## src/rtl/switch_debounce_sync.sv

```systemverilog
// Switch/button conditioner: per-channel synchroniser chain followed by a
// stability-counter debouncer that produces clean levels and one-cycle
// rise/fall strobes.
// Optional build macro SWITCH_DEBOUNCE_BYPASS_EN: drops the debouncer and
// registers the synchronised level once (fast bring-up / simulation).
`timescale 1ns/1ps

module switch_debounce_sync #(
    parameter int unsigned NUM_INPUTS      = 2,
    parameter int unsigned DEBOUNCE_CYCLES = 1000000,
    parameter int unsigned SYNC_STAGES     = 2
) (
    input  logic                  clock,
    input  logic                  reset,
    input  logic [NUM_INPUTS-1:0] raw_in,
    output logic [NUM_INPUTS-1:0] clean_out,
    output logic [NUM_INPUTS-1:0] rise_pulse,
    output logic [NUM_INPUTS-1:0] fall_pulse
);

    logic [NUM_INPUTS-1:0] sync_q [SYNC_STAGES];
    logic [NUM_INPUTS-1:0] sync;

    // Synchroniser chains, one bit per channel in each stage.
    always_ff @(posedge clock or posedge reset) begin
        if (reset) begin
            for (int s = 0; s < SYNC_STAGES; s++) begin
                sync_q[s] <= '0;
            end
        end else begin
            sync_q[0] <= raw_in;
            for (int s = 1; s < SYNC_STAGES; s++) begin
                sync_q[s] <= sync_q[s-1];
            end
        end
    end

    assign sync = sync_q[SYNC_STAGES-1];

`ifdef SWITCH_DEBOUNCE_BYPASS_EN

    for (genvar i = 0; i < NUM_INPUTS; i++) begin : g_chan
        logic clean_q, rise_q, fall_q;

        // Single register stage; strobes come from the edge of that level.
        always_ff @(posedge clock or posedge reset) begin
            if (reset) begin
                clean_q <= 1'b0;
                rise_q  <= 1'b0;
                fall_q  <= 1'b0;
            end else begin
                clean_q <= sync[i];
                rise_q  <= sync[i] & ~clean_q;
                fall_q  <= ~sync[i] & clean_q;
            end
        end

        assign clean_out[i]  = clean_q;
        assign rise_pulse[i] = rise_q;
        assign fall_pulse[i] = fall_q;
    end

`else

    localparam int unsigned CNT_W = $clog2(DEBOUNCE_CYCLES + 1);
    // The change commits on the edge registering the D-th mismatch, i.e. when
    // the count of mismatches already seen equals D-1.
    localparam logic [CNT_W-1:0] CNT_LAST = CNT_W'(DEBOUNCE_CYCLES - 1);

    typedef enum logic {StStable, StSettling} state_e;

    for (genvar i = 0; i < NUM_INPUTS; i++) begin : g_chan
        state_e           state_q, state_d;
        logic [CNT_W-1:0] cnt_q, cnt_d;
        logic             clean_q, clean_d;
        logic             rise_q, rise_d;
        logic             fall_q, fall_d;

        // Next-state: count consecutive mismatches, commit on the last one.
        always_comb begin
            state_d = state_q;
            cnt_d   = cnt_q;
            clean_d = clean_q;
            rise_d  = 1'b0;
            fall_d  = 1'b0;
            unique case (state_q)
                StStable: begin
                    cnt_d = '0;
                    if (sync[i] != clean_q) begin
                        if (CNT_LAST == '0) begin
                            clean_d = sync[i];
                            rise_d  = sync[i];
                            fall_d  = ~sync[i];
                        end else begin
                            state_d = StSettling;
                            cnt_d   = CNT_W'(1);
                        end
                    end
                end
                StSettling: begin
                    if (sync[i] == clean_q) begin
                        // Bounce: abandon the settle without touching the output.
                        state_d = StStable;
                        cnt_d   = '0;
                    end else if (cnt_q == CNT_LAST) begin
                        state_d = StStable;
                        cnt_d   = '0;
                        clean_d = sync[i];
                        rise_d  = sync[i];
                        fall_d  = ~sync[i];
                    end else begin
                        cnt_d = cnt_q + CNT_W'(1);
                    end
                end
            endcase
        end

        // Channel state register.
        always_ff @(posedge clock or posedge reset) begin
            if (reset) begin
                state_q <= StStable;
                cnt_q   <= '0;
                clean_q <= 1'b0;
                rise_q  <= 1'b0;
                fall_q  <= 1'b0;
            end else begin
                state_q <= state_d;
                cnt_q   <= cnt_d;
                clean_q <= clean_d;
                rise_q  <= rise_d;
                fall_q  <= fall_d;
            end
        end

        assign clean_out[i]  = clean_q;
        assign rise_pulse[i] = rise_q;
        assign fall_pulse[i] = fall_q;
    end

`endif

endmodule

```

## config.mk

```make
export PLATFORM = sky130hd
export DESIGN_NAME = switch_debounce_sync
export DESIGN_NICKNAME = d
export VERILOG_FILES = /design/src/rtl/switch_debounce_sync.sv
export SDC_FILE = /design/constraint.sdc
export NUM_CORES = 1
export LEC_CHECK = 0
export ABC_AREA = 0
export BUFFER_PORTS_ARGS = -buffer_cell sky130_fd_sc_hd__buf_2
export CAP_MARGIN = 20
export CORE_ASPECT_RATIO = 1.25
export CORE_UTILIZATION = 44
export CTS_BUF_LIST = sky130_fd_sc_hd__clkbuf_16
export CTS_CLUSTER_DIAMETER = 150
export DETAILED_ROUTE_END_ITERATION = 10
export GPL_ROUTABILITY_DRIVEN = 1
export SYNTH_ARGS = -nofsm -noshare
export SYNTH_HDL_FRONTEND = slang
export SYNTH_SLANG_ARGS = --single-unit
```

## constraint.sdc

```tcl
create_clock -name clock -period 6.62 [get_ports clock]
set_clock_uncertainty 0.2 [all_clocks]
set_input_delay 1.324 -clock clock [delete_from_list [all_inputs] [get_ports clock]]
set_output_delay 1.324 -clock clock [all_outputs]
set_load 0.05 [all_outputs]
```

Word level (Yosys, flattened, before mapping) --
Cells that the tools add are included. Widths: inputs -> output; s select.
Operators by class: reduce and logical (&&, ||, !) cells 2, $add $sub $neg 2, bitwise gates (word level) 6, eq/ne operators 6, mux-type cells 28
Operator list (count):
- $mux 20 | 4
- $pmux 20 s2 | 2
- $add 20x1->20 const B | 2
- $eq 20x20->1 const B | 2
- $mux 1 | 20
- $not 1->1 | 6
- $reduce_and 3->1 | 2
- $pmux 1 s2 | 2
- $eq 1x1->1 | 2
- $ne 1x1->1 | 2
Word-level totals: word-level logic and storage cells 56, flip-flop bits (word level) 52, output and inout port bits 6

Longest topological paths before layout --
word-level depth 4, gate-level depth with buffers 6, mapped depth without buffers 5

Worst setup path after synthesis --
OpenSTA, ideal clock, no wires.
kind reg2reg, from reg g_chan[0].cnt_q[10], to reg g_chan[0].clean_q, stages on the path, launching flop included 5, setup time 125 ps, arrival time 1887 ps, path buffers 0, clock period less this slack 2212 ps, required time 6295 ps, path slack 4408 ps, path through dfrtp_1 -> or4b_1 -> or4_1 -> nor2_1 -> mux2_2
Between the ends: word-level cells in the longest chain between the ends 2
Ends and longest elaborated chain:
- start, declared | line 74 | logic [CNT_W-1:0] cnt_q, cnt_d;
- start signal, assigned | line 128 | cnt_q <= cnt_d;
- $eq 20x20->1 | line 105 | end else if (cnt_q == CNT_LAST) begin
- $reduce_and 3->1 (no source line)
- end signal, assigned | line 129 | clean_q <= clean_d;
- end, declared | line 75 | logic clean_q, clean_d;
Every way passes these cells. A chain may end at the register's enable or synchronous reset.

Worst setup path after layout --
from reg g_chan[0].cnt_q[10], to reg g_chan[0].cnt_q[0]
Between the ends: word-level cells in the longest chain between the ends 4
Ends and longest elaborated chain:
- $eq 20x20->1 | line 105
- $mux 20 | line 105
- $mux 20 | line 101 | if (sync[i] == clean_q) begin
- $pmux 20 s2 | line 86 | unique case (state_q)
- named net g_chan[0].cnt_d[0] | line 74
The timed path passes the listed nets, and every way through them passes these cells.

==> flow_summary.ini <==
[floorplanning]
die-width_um = 69.1
initial_core_utilization = 0.455
die-height_um = 85.9
boundaryPins = 10
floorplan.rows = 30
core-area_um2 = 5440
die-area_um2 = 5930

[cells_and_area]
insertedDiodeCount = 0
syn2layout_area_growth_pct = 9.55
layout.filler_cells = 519
layout-drive-gt1-share = 0.104
total_number_of_nets_in_the_final_design = 255
layout.core_utilization = 0.498

[timing]
maxSlewHeadroom = 0.414
timing.final.max_slew_violations = 0
period_needed_ns = 2.71
grt_setup_unrepaired = no
maxClockFrequency_mhz = 369
setup_viol_count_final = 0
period_share = 0.410
max_slew.worst_pin.slew_ns = 0.879
final.setup.tns_ns = 0
hold_violations = 0

[yosys]
syn-mean-instance-area_um2 = 10.1
postSynthRegisterBits = 52
ys_types = 37
muxShareOfSynthArea = 0.00910
total_of_warnings_raised_by_yosys = 0
synth-seq-area-share = 0.526
synth.cell_area_um2 = 2480
syn-num-nets = 251
synthXorXnorAreaFrac = 0.0849
combinational_family_with_the_most_area_after_synthesis = simple AND/OR/NAND/NOR gates
synth_edf_count = 0
synth_compound_gate_area_share = 0.0788
dominantRegCellSynth = sky130_fd_sc_hd__dfrtp_1
simple_gate_share_of_the_synthesized_area = 0.247
synth-adder-area-share = 0.0101
syn-instance-count = 245
async_set_or_reset_register_ratio_after_synthesis = 1.00

[global_route]
number_of_global_route_vias_before_repair = 1638
grt_pass1_wl_mm = 7.49
grtUsageMet3 = 0.0341
grtUsageTotal = 0.157
grt.met1_usage = 0.184
grt.overflow.total = 0
grt_use_met2 = 0.284
grt_start_max_net_pins = 53
antenna_violations_before_repair = 0
gr-max-usage-layer = met2

[setup_path]
criticalPathCategory = reg -> reg
reg2reg_slack_ns = 3.91
cp-start-kind = register
worstPathRequired_ns = 6.54
critPathCaptureType = register
critical_path.startpoint = g_chan[0].cnt_q[10]
critical_path_peak_fanout = 21
rr_worst_depth = 4
worst_r2r_startpoint = g_chan[0].cnt_q[10]
worst_ep_arrival_time_ns = 2.64
r2r_end = g_chan[0].cnt_q[0]

[worst_hold_path]
hold_depth = 0
min_path_type = reg -> reg
worst_hold_startpoint = sync_q[3]
min_to = sync[1]

[power_and_ir_drop]
vdd_ir_drop_max_uv = 118
power.density_cell_area_nw_per_um2 = 239
leakage_nw = 1.07

[clock_network]
path_clk_slew_ns = 0.07
cts_tree = built
number_of_gates_given_a_new_drive_strength_after_cts = 0
cts_htree_levels = 2
cts.sink_count = 52
cts_root_buffer = sky130_fd_sc_hd__clkbuf_16
max-clock-path-buffers = 2
cts_made_buffers = 5
worst_skew_pair.late_latency_ns = 0.28
postCtsSetupRepairBufs = 0
cts.hold.buffers_added = 0

[route]
wl_per_cell_um = 13.9
detail_route.vias_per_cell = 5.46
vias = 1713
drt-total-wl_mm = 4.37
drt_first_iter_violations = 73
drcViolationCount = 0
ant_nets = 0
dr.pass1.iters = 4

[placed_design]
hpwlAfterDp_mm = 2.97
globalplace.congestion = 0.710
placement.io_buffers = 9

[flow_run]
cap_viol_max_count = 0

[outcome]
status = completed
report_power, final:
group	internal [mW]	total, mW	switching [mW]
clock network	0.178	0.289	0.111
logic	0.00873	0.0281	0.0193
registers	0.324	0.330	0.00644
cell type report:
class                           instances  area [µm²]  share of cell area
Clock inverter                          3        42.5              0.0157
Clock buffer                            5         125              0.0461
Tap cell                               64        80.1              0.0295
Timing Repair Buffer                   11        72.6              0.0268
Multi-Input combinational cell        172        1060               0.393
Sequential cell                        52        1300               0.480
Inverter                                7        26.3             0.00969
routing by layer:
layer | routed length, µm | part of all wire
met2 | 2250 | 0.51
met3 | 74 | 0.017
met5 | 0 | 0
met4 | 55 | 0.013
met1 | 1990 | 0.46
worst max-delay path, stage by stage (launching register included):
cell	delay, ns
sky130_fd_sc_hd__dfrtp_1	0.41
sky130_fd_sc_hd__or4b_1	0.51
sky130_fd_sc_hd__or4_1	0.54
sky130_fd_sc_hd__o21ai_2	0.72
sky130_fd_sc_hd__o22ai_1	0.18
worst max-delay path by stage:
stage                     cells after the start  slack, ns            endpoint
after CTS                                     4       3.87  g_chan[0].cnt_q[0]
final                                         4       3.91  g_chan[0].cnt_q[0]
after global routing                          4       3.74  g_chan[0].cnt_q[0]
after floorplan                               1       3.84   g_chan[0].clean_q
after global placement                        4       3.92  g_chan[0].cnt_q[0]
after detailed placement                      4       3.87  g_chan[0].cnt_q[0]
cell usage after synthesis (3+ instances only):
| master | number | area (µm²) |
|---|---|---|
| sky130_fd_sc_hd__a21oi_1 | 13 | 65.1 |
| sky130_fd_sc_hd__and3_1 | 3 | 18.8 |
| sky130_fd_sc_hd__and4_1 | 3 | 26.3 |
| sky130_fd_sc_hd__buf_2 | 4 | 20.0 |
| sky130_fd_sc_hd__buf_4 | 7 | 52.6 |
| sky130_fd_sc_hd__clkbuf_1 | 3 | 11.3 |
| sky130_fd_sc_hd__dfrtp_1 | 52 | 1300 |
| sky130_fd_sc_hd__inv_1 | 7 | 26.3 |
| sky130_fd_sc_hd__nand2_1 | 14 | 52.6 |
| sky130_fd_sc_hd__nand3_1 | 11 | 55.1 |
| sky130_fd_sc_hd__nand4_1 | 10 | 62.6 |
| sky130_fd_sc_hd__nor2_1 | 27 | 101 |
| sky130_fd_sc_hd__nor3_1 | 4 | 20.0 |
| sky130_fd_sc_hd__nor4_1 | 4 | 25.0 |
| sky130_fd_sc_hd__o21ai_0 | 9 | 45.0 |
| sky130_fd_sc_hd__o31ai_1 | 5 | 37.5 |
| sky130_fd_sc_hd__or3_1 | 11 | 68.8 |
| sky130_fd_sc_hd__or4_1 | 9 | 67.6 |
| sky130_fd_sc_hd__xnor2_1 | 14 | 123 |
| sky130_fd_sc_hd__xor2_1 | 10 | 87.6 |
cells in the final DEF (no fill, tap or decap), types with 4 or more instances in the layout:
master | synthesis | routed
sky130_fd_sc_hd__a21oi_1 | 13 | 13
sky130_fd_sc_hd__buf_2 | 4 | 9
sky130_fd_sc_hd__clkbuf_16 | 0 | 5
sky130_fd_sc_hd__dfrtp_1 | 52 | 52
sky130_fd_sc_hd__inv_1 | 7 | 7
sky130_fd_sc_hd__nand2_1 | 14 | 14
sky130_fd_sc_hd__nand3_1 | 11 | 11
sky130_fd_sc_hd__nand4_1 | 10 | 10
sky130_fd_sc_hd__nor2_1 | 27 | 27
sky130_fd_sc_hd__nor3_1 | 4 | 4
sky130_fd_sc_hd__nor4_1 | 4 | 4
sky130_fd_sc_hd__o21ai_0 | 9 | 9
sky130_fd_sc_hd__o31ai_1 | 5 | 5
sky130_fd_sc_hd__or3_1 | 11 | 11
sky130_fd_sc_hd__or4_1 | 9 | 9
sky130_fd_sc_hd__xnor2_1 | 14 | 14
sky130_fd_sc_hd__xor2_1 | 10 | 10
flip-flops by register name (all words and copies together), names as in the netlist:
signal,cells
g_chan.clean_q,2
g_chan.rise_q,2
g_chan.state_q,2
sync,2
sync_q,2
g_chan.fall_q,2
g_chan.cnt_q,40
per-stage QoR:
step	worst slack [ns]	cells	instance area [µm²]	power [mW]	hold slack [ns]
2_1_floorplan	3.84	245	2480	0.356	0.131
3_3_place_gp	3.92	305	2520	0.363	0.133
3_5_place_dp	3.87	305	2520	0.363	0.141
4_1_cts	3.87	313	2690	0.657	0.157
5_1_grt	3.74	314	2710	0.673	0.160
6_report	3.91	314	2710	0.647	0.152
cell families (layout without fill, tap and decap cells):
kind of cell / count (synthesis) / in the layout
xor gates and xnor gates: 24 / 24
muxes: 2 / 2
DFF: 52 / 52
and+or+nand+nor: 110 / 110
adders and majority gates: 2 / 2
buffers and inverters: 21 / 26
AOI/OAI and AO/OA: 34 / 34
(Power assumes the default switching activity.)
